--- config.mk ---
export PLATFORM = sky130hd
export DESIGN_NAME = reg_writeback_unit
export DESIGN_NICKNAME = d
export VERILOG_FILES = /design/src/rtl/wb_pkg.sv /design/src/rtl/reg_writeback_unit_fifo.sv /design/src/rtl/reg_writeback_unit.sv
export SDC_FILE = /design/constraint.sdc
export NUM_CORES = 1
export LEC_CHECK = 0
export BUFFER_PORTS_ARGS = -buffer_cell sky130_fd_sc_hd__buf_2
export CAP_MARGIN = 10
export CELL_PAD_IN_SITES_DETAIL_PLACEMENT = 1
export CELL_PAD_IN_SITES_GLOBAL_PLACEMENT = 1
export CORE_MARGIN = 4
export CORE_UTILIZATION = 42
export DETAILED_ROUTE_END_ITERATION = 8
export HOLD_SLACK_MARGIN = 0.03
export PLACE_DENSITY = 0.88
export SYNTH_ARGS = -nofsm -noshare
export SYNTH_HDL_FRONTEND = slang
export SYNTH_SLANG_ARGS = --single-unit
--- constraint.sdc ---
create_clock -name clk -period 4.13 [get_ports clk]
set_input_delay 0.2065 -clock clk [delete_from_list [all_inputs] [get_ports clk]]
set_output_delay 0.2065 -clock clk [all_outputs]
set_load 0.02 [all_outputs]
--- src/rtl/wb_pkg.sv ---
// Shared types and defaults for the register write-back unit.
package wb_pkg;
    localparam int WB_DW     = 32;
    localparam int WB_AW     = 4;
    localparam int REG_COUNT = 16;
    localparam int WB_DEPTH  = 4;

    typedef struct packed {
        logic [WB_AW-1:0] rd;
        logic [WB_DW-1:0] data;
    } wb_entry_t;
endpackage

--- src/rtl/reg_writeback_unit_fifo.sv ---
// In-order write-back buffer: up to two enqueues (slot a first, then b) and one pop per cycle.
module wb_fifo
    import wb_pkg::*;
#(
    parameter int DEPTH = WB_DEPTH,
    parameter int DW    = WB_DW,
    parameter int AW    = WB_AW,
    localparam int PW   = $clog2(DEPTH),
    localparam int CW   = $clog2(DEPTH) + 1
) (
    input  logic          clk,
    input  logic          clr,
    input  logic          i_push_a,
    input  logic [AW-1:0] i_rd_a,
    input  logic [DW-1:0] i_data_a,
    input  logic          i_push_b,
    input  logic [AW-1:0] i_rd_b,
    input  logic [DW-1:0] i_data_b,
    input  logic          i_pop,
    output logic [CW-1:0] o_count,
    output logic [PW-1:0] o_rptr,
    output logic [AW-1:0] o_rd   [DEPTH],
    output logic [DW-1:0] o_data [DEPTH]
);
    logic [AW-1:0] r_rd   [DEPTH];
    logic [DW-1:0] r_data [DEPTH];
    logic [PW-1:0] r_wptr;
    logic [PW-1:0] r_rptr;
    logic [CW-1:0] r_count;
    logic [PW-1:0] w_wptr_b;
    logic [1:0]    w_npush;

    assign w_wptr_b = i_push_a ? (r_wptr + PW'(1)) : r_wptr;
    assign w_npush  = {1'b0, i_push_a} + {1'b0, i_push_b};

    // Storage, pointers and occupancy; both pointers wrap naturally at DEPTH.
    always_ff @(posedge clk) begin
        if (!clr) begin
            r_wptr  <= '0;
            r_rptr  <= '0;
            r_count <= '0;
            for (int i = 0; i < DEPTH; i++) begin
                r_rd[i]   <= '0;
                r_data[i] <= '0;
            end
        end else begin
            if (i_push_a) begin
                r_rd[r_wptr]   <= i_rd_a;
                r_data[r_wptr] <= i_data_a;
            end
            if (i_push_b) begin
                r_rd[w_wptr_b]   <= i_rd_b;
                r_data[w_wptr_b] <= i_data_b;
            end
            r_wptr  <= r_wptr + PW'(w_npush);
            if (i_pop) begin
                r_rptr <= r_rptr + PW'(1);
            end
            r_count <= r_count + CW'(w_npush) - CW'(i_pop);
        end
    end

    assign o_count = r_count;
    assign o_rptr  = r_rptr;
    assign o_rd    = r_rd;
    assign o_data  = r_data;
endmodule

--- src/rtl/reg_writeback_unit.sv ---
// Write-back stage feeding the register file write port; arbitration, pending scoreboard and
// optional forwarding lookup (enabled by defining WB_FWD_EN).
module reg_writeback_unit
    import wb_pkg::*;
#(
    parameter int DEPTH = WB_DEPTH,
    parameter int DW    = WB_DW,
    parameter int AW    = WB_AW,
    localparam int PW   = $clog2(DEPTH),
    localparam int CW   = $clog2(DEPTH) + 1
) (
    input  logic              clk,
    input  logic              clr,
    input  logic              alu_valid,
    input  logic [AW-1:0]     alu_rd,
    input  logic [DW-1:0]     alu_data,
    output logic              alu_ready,
    input  logic              ld_valid,
    input  logic [AW-1:0]     ld_rd,
    input  logic [DW-1:0]     ld_data,
    output logic              ld_ready,
    output logic [DW-1:0]     rf_I,
    output logic [AW-1:0]     rf_Rc,
    output logic              rf_LE,
    output logic [(1<<AW)-1:0] pending,
    output logic [CW-1:0]     count
`ifdef WB_FWD_EN
    ,
    input  logic [AW-1:0]     fwd_addr,
    output logic              fwd_hit,
    output logic [DW-1:0]     fwd_data
`endif
);
    logic [CW-1:0] w_free;
    logic          w_ld_acc;
    logic          w_alu_acc;
    logic          w_pop;
    logic [PW-1:0] w_rptr;
    logic [AW-1:0] w_rd   [DEPTH];
    logic [DW-1:0] w_data [DEPTH];

    assign w_free    = CW'(DEPTH) - count;
    assign w_ld_acc  = ld_valid & ld_ready;
    assign w_alu_acc = alu_valid & alu_ready;
    assign w_pop     = (count != '0);

    // Free-slot arbitration; a same-cycle pop is deliberately not credited.
    always_comb begin
        if (w_free >= CW'(2)) begin
            ld_ready  = 1'b1;
            alu_ready = 1'b1;
        end else if (w_free == CW'(1)) begin
            ld_ready  = 1'b1;
            alu_ready = ~ld_valid;
        end else begin
            ld_ready  = 1'b0;
            alu_ready = 1'b0;
        end
    end

    wb_fifo #(.DEPTH(DEPTH), .DW(DW), .AW(AW)) u_fifo (
        .clk      (clk),
        .clr      (clr),
        .i_push_a (w_ld_acc),
        .i_rd_a   (ld_rd),
        .i_data_a (ld_data),
        .i_push_b (w_alu_acc),
        .i_rd_b   (alu_rd),
        .i_data_b (alu_data),
        .i_pop    (w_pop),
        .o_count  (count),
        .o_rptr   (w_rptr),
        .o_rd     (w_rd),
        .o_data   (w_data)
    );

    // Head of the buffer drives the register-file write port.
    always_comb begin
        if (w_pop) begin
            rf_I  = w_data[w_rptr];
            rf_Rc = w_rd[w_rptr];
            rf_LE = 1'b0;
        end else begin
            rf_I  = '0;
            rf_Rc = '0;
            rf_LE = 1'b1;
        end
    end

    // Scoreboard: one-hot OR over the valid entries, walked oldest to youngest.
    always_comb begin
        logic [PW-1:0] idx;
        pending = '0;
        idx     = '0;
        for (int k = 0; k < DEPTH; k++) begin
            idx = w_rptr + PW'(k);
            if (CW'(k) < count) begin
                pending[w_rd[idx]] = 1'b1;
            end else begin
                pending = pending;
            end
        end
    end

`ifdef WB_FWD_EN
    // Forwarding lookup; later (younger) matches override earlier ones.
    always_comb begin
        logic [PW-1:0] fidx;
        fwd_hit  = 1'b0;
        fwd_data = '0;
        fidx     = '0;
        for (int k = 0; k < DEPTH; k++) begin
            fidx = w_rptr + PW'(k);
            if ((CW'(k) < count) && (w_rd[fidx] == fwd_addr)) begin
                fwd_hit  = 1'b1;
                fwd_data = w_data[fidx];
            end else begin
                fwd_hit  = fwd_hit;
            end
        end
    end
`endif
endmodule
# After elaboration in Yosys (flattened, before gate mapping)

Index checks and enable logic that the tools add are counted.

Register bits: 151
Logic and storage cells: 114
Output and inout bits: 58

Bitwise logic cells: 12
Equality and inequality tests: 1
Magnitude comparators: 21
Reductions and logical operators: 7
Muxes and demuxes: 53
Add/sub/neg operators: 9

Operators with widths:

| kind                | number |
|---|---|
| $mux 128            | 3 |
| $bwmux 128          | 2 |
| $mux 32             | 5 |
| $demux 32 s2        | 2 |
| $mux 16             | 7 |
| $bmux 32 s2         | 1 |
| $or 16x16->16       | 3 |
| $mux 4              | 11 |
| $bmux 4 s2          | 4 |
| $bwmux 16           | 2 |
| $lt 4x5->1 const B  | 4 |
| $ge 3x3->1 const B  | 6 |
| $not 2->3           | 6 |
| $demux 1 s4         | 4 |
| $demux 4 s2         | 2 |
| $ge 4x1->1 const B  | 4 |
| $mux 1              | 9 |
| $logic_and 1x1->1   | 6 |
| $lt 1x3->1 const A  | 2 |
| $lt 2x3->1 const A  | 2 |
| $lt 3x1->1 const B  | 2 |
| $add 2x1->2 const B | 2 |
| $add 2x2->2 const B | 2 |
| $add 3x2->3         | 1 |
| other kinds (10)    | 11 |

# Depth between registers and ports, before layout

Word-level depth: 15
Mapped depth: 13

# Modules after synthesis

A second synthesis with hierarchy kept.

Cells, all modules: 931
Area, all modules: 10126.0 um2

By module, submodules not included:

| module             | times used | sequential area each (um2) | cells each | area an instance (um2) |
|---|---|---|---|---|
| wb_fifo            | 1          | 3022.9                     | 596        | 7320.8 |
| reg_writeback_unit | 1          | 0.0                        | 335        | 2805.2 |

# Worst setup path before layout

No wires, ideal clock.

Path type: register to register
Start point: register u_fifo.r_count[1] (netlist: u_fifo.o_count[1])
End point: register u_fifo.r_count[2] (netlist: u_fifo.o_count[2])
Setup time: 115 ps
Path slack: 975 ps
Arrival: 3040 ps
Data required time: 4015 ps
Buffers on the path: 0
Stages on the path, launching flop included: 13
Clock period less this slack: 3155 ps
Cells stage by stage: dfxtp_1 -> inv_1 -> ha_1 -> ha_1 -> a31oi_1 -> ha_1 -> inv_1 -> ha_1 -> inv_1 -> fa_1 -> xnor2_1 -> xnor2_1 -> and2_1

Cells in the longest elaborated chain, start to end: 8

RTL lines:

| what                                                                | line                          | text |
|---|---|---|
| start, declared                                                     | reg_writeback_unit_fifo.sv:29 | `logic [CW-1:0] r_count;` |
| start signal, assigned                                              | reg_writeback_unit_fifo.sv:59 | `r_count <= r_count + CW'(w_npush) - CW'(i_pop);` |
| parallel branches: the longest is 7 deep, another holds $sub 3x3->3 | --                            |  |
| $sub 3x1->3 (*)                                                     | reg_writeback_unit_fifo.sv:59 |  |

Every way passes the cells marked *.
A chain may end at the register's enable or synchronous reset.

# Worst setup path in the final report

Start point: register u_fifo.r_count[1] (netlist: u_fifo.o_count[1])
End point: register u_fifo.r_data, in the netlist u_fifo.o_data[46]

Cells in the longest elaborated chain, start to end: 13

RTL lines:

| what                                                                | line                          | text |
|---|---|---|
| $sub 3x3->3 (*)                                                     | reg_writeback_unit.sv:42      | `assign w_free = CW'(DEPTH) - count;` |
| parallel branches: the longest is 11 deep, another holds $ge 3x2->1 | --                            |  |
| $mux 128 (*)                                                        | reg_writeback_unit_fifo.sv:51 | `if (i_push_b) begin` |
| end signal, assigned by index                                       | reg_writeback_unit_fifo.sv:49 | `r_data[r_wptr] <= i_data_a;` |
| end signal, assigned by index                                       | reg_writeback_unit_fifo.sv:53 | `r_data[w_wptr_b] <= i_data_b;` |
| end, declared                                                       | reg_writeback_unit_fifo.sv:26 | `logic [DW-1:0] r_data [DEPTH];` |

Every way passes the cells marked *. The select of a mux whose other input is x is not followed.

==> metrics.md <==
| Metric | Value |
|---|---|
| Achievable frequency | 0.2797 GHz |
| Remaining DRCs | 0 |
| Sw frac | 0.4502 |
| Critical Path RT | 4.48 ns |
| Postcts setup bufs | 0 |
| Post-synth EDFFs | 0 |
| Worst-path cell chain | inv_1 -> ha_1 -> ha_1 -> nor4b_4 -> nor3_1 -> o21ai_4 -> buf_4 -> o21ai_0 -> a31oi_1 |
| Die ar. | 23560 um^2 |
| Wire per inst | 21.78 um |
| Clock transition at the registers of the reported paths | 0.06 ns |
| RR Startpoint | u_fifo.o_count[1] |
| Hold Vio Cnt, Final | 0 |
| Root Buffer | clkbuf_16 |
| Tmin final | 3.575 ns |
| CP top delay family | compound AO/OA/AOI/OAI gates |
| Site row count | 52 |
| Number of global-route vias before repair | 9894 |
| DRT iter0 DRCs | 771 |
| Clk pwr share | 0.195 |
| Worst setup EP type | register |
| Synth Warn # | 0 |
| Grt total ovfl | 0 |
| Clk_lat worst skew | 0.43 ns |
| Hold path start | ld_data[22] |
| Routed vias/inst | 6.393 |
| Largest stage delay on the critical path | 0.94 ns |
| Int Pwr | 4.695 mW |
| Routability Congestion | 0.9340 |
| Endpoint of the worst register-to-register path | u_fifo.o_data[46] |
| Peak supply drop | 422.6 uV |
| Final Max Tran Viols | 0 |
| Worst setup SP type | register |
| Top post-synthesis cells by area | dfxtp_1 34%, nand2_1 13%, a31oi_1 10% |
| Met1 Track Usage GR | 0.3552 |
| Met3 GRT Util | 0.05790 |
| FF-to-FF path depth | 9 |
| Gate power share | 0.501 |
| Routed WL | 32.71 mm |
| Outcome | finished, final reports clean |
| Synth Flop Type | dfxtp_1 |
| Switch Pwr | 3.844 mW |
| Detail Placement HPWL | 21.24 mm |
| Share of cells above drive strength 1 | 0.1933 |
| Initial antenna violation count | 2 |
| GRT met2 Usage | 0.4535 |
| First-pass GRT wire length | 52.70 mm |
| Deepest clock path buffer count | 2 |
| Setup TNS Final | 0 ns |
| Core footprint | 20560 um^2 |
| Final ANT Viol Nets | 0 |
| Vias | 9602 |
| Clk_skew | 0.004054 ns |
| # hold bufs at CTS | 0 |
| Share of the synthesized area in the top cell type | 0.3399 |
| NumNets Final | 1309 |
| P&R area growth vs syn | 15.39% |
| Htree depth | 4 |
| GR peak layer | met2 |
| Hold Crit Class | in2reg |
| Synth area leader | dfxtp_1 |
| CTS buffer count | 17 |
| Fill count | 2592 |
| Async SR Flop Fraction | 0 |
| Total power | 8.538 mW |
| Final period utilization | 0.8656 |
| All-Layer GR Usage | 0.2715 |
| Die W | 153.5 um |
| Net count after synthesis | 1240 |
| Avg Cell Area, Syn | 7.732 um^2 |
| Buf+Inv Stages, Crit Path | 2 |
| Power per cell area | 832.1 nW/um^2 |
| Synth Register Bits | 151 |
| Flop pwr share | 0.304 |
| Sequential-to-total area share from yosys stat | 0.3399 |
| CTS Sinks | 151 |
| Hold worst-path end | u_fifo.o_data[22] |
| Largest net degree at the start of global routing | 123 |
| Initial Util | 0.4325 |
| Post-synth top cells | 313 x nand2_1, 151 x dfxtp_1, 147 x a31oi_1 |
| RSZ-0062 raised after global routing | false |
| Max-cap violations | 0 |
| CP max FO | 44 |
| Leak Pwr | 3.760 nW |
| Worst-Margin Slew | 1.169 ns |
| Port bufs | 133 |
| IO Count | 134 |
| Drt pass-1 iters | 5 |
| Top-count cell post-synth | nand2_1 |
| Crit path top cell by count | ha_1 |
| Synth Cell Area | 8892 um^2 |
| Slew margin rel. | 0.2176 |
| Die height | 153.5 um |
| Hold Path Cell Cnt | 3 |
| Crit Path Class | reg2reg |
| Count of different cell masters after synthesis | 56 |
| R2r setup slk | 0.55 ns |
| CP max-delay cell | o21ai_4 |
| CTS tree | done |
| Synth Instances | 1150 |
| Final setup fails | 0 |
| PostCTS Resize Cnt | 0 |
| Crit path DAT | 3.93 ns |
## logic make-up after synthesis
group                      share of synthesized area
AOI/OAI and AO/OA                             0.2588
xor gates and xnor gates                    0.004924
adders and majority gates                    0.02054
buffers and inverters                        0.05910
DFF                                           0.3399
muxes                                         0.1159
and+or+nand+nor                               0.2008
## layout make-up
cell class	count	area, um^2	area share
Antenna cell	1	2.502	0.0002439
Tap cell	270	337.8	0.03292
Clock inverter	7	113.9	0.01110
Multi-Input combinational cell	874	5366	0.5230
Clock buffer	24	513.0	0.04999
Inverter	23	86.33	0.008414
Sequential cell	151	3030	0.2953
Timing Repair Buffer	152	810.8	0.07901
## flip-flops by register name (all words and copies together) (netlist names)
signal          cells
u_fifo.o_count      3
u_fifo.o_rd        16
u_fifo.r_wptr       2
u_fifo.o_data     128
u_fifo.o_rptr       2
## cells in the final DEF, fill, tap and decap left out, types with 11 or more instances in the layout
| cell type | Yosys | routed |
|---|---|---|
| a211oi_1 | 11 | 11 |
| a221o_1 | 12 | 12 |
| a31oi_1 | 147 | 147 |
| and2_1 | 39 | 39 |
| buf_2 | 14 | 132 |
| buf_4 | 2 | 20 |
| clkbuf_16 | 0 | 18 |
| dfxtp_1 | 151 | 149 |
| ha_1 | 13 | 13 |
| inv_1 | 21 | 21 |
| mux2_2 | 11 | 11 |
| mux2i_1 | 15 | 15 |
| mux4_2 | 33 | 33 |
| nand2_1 | 313 | 313 |
| nor2_1 | 22 | 22 |
| o21ai_0 | 146 | 146 |
| o22ai_1 | 17 | 17 |
## metal layers
layer / routed length [um] / share of wire
met2: 16060 / 0.49
met3: 2092 / 0.064
met1: 13850 / 0.42
met5: 13 / 0.00040
met4: 691 / 0.021
## worst max-delay path by stage
stage	start	endpoint	slack [ns]	cells past startpoint
6_report	u_fifo.o_count[1]	u_fifo.o_data[46]	0.55	9
5_1_grt	u_fifo.o_count[1]	u_fifo.o_data[62]	0.33	9
4_1_cts	u_fifo.o_count[1]	u_fifo.o_data[46]	0.59	9
3_5_place_dp	u_fifo.o_count[1]	u_fifo.o_data[46]	0.61	9
3_3_place_gp	u_fifo.o_count[1]	u_fifo.o_data[39]	0.94	9
2_1_floorplan	u_fifo.o_count[1]	u_fifo.o_count[2]	0.97	12
## through the flow
| step | util | hold slack (ns) | setup slack, ns | std cells | cell area, um^2 |
|---|---|---|---|---|---|
| floorplan | - | 0.3589 | 0.9747 | 1150 | 8892 |
| global placement | 0.4685 | 0.4574 | 0.9449 | 1470 | 9632 |
| detailed placement | 0.4685 | 0.4645 | 0.6062 | 1470 | 9632 |
| CTS | 0.4990 | 0.05995 | 0.5891 | 1501 | 10260 |
| global route | 0.4991 | 0.06387 | 0.3323 | 1502 | 10260 |
| finish | 0.4991 | 0.06795 | 0.5549 | 1502 | 10260 |
## worst reg2reg max path, delay by kind of cell, from the launching register on
family | cells | cell delay (ns)
and+or+nand+nor | 2 | 0.56
AOI/OAI and AO/OA | 3 | 1.32
buffers and inverters | 2 | 0.62
adders and majority gates | 2 | 0.53
DFF | 1 | 0.48
## power by group through the flow
| stage | logic (mW) | registers, mW | clock network, mW |
|---|---|---|---|
| final | 4.28 | 2.60 | 1.66 |
| after floorplan | 3.22 | 2.25 | 0 |
| after global routing | 4.67 | 2.67 | 1.74 |
| after CTS | 4.27 | 2.58 | 1.68 |
| after detailed placement | 4.22 | 2.59 | 0 |
| after global placement | 4.06 | 2.55 | 0 |
No activity file was read; power rests on OpenSTA's default activity.
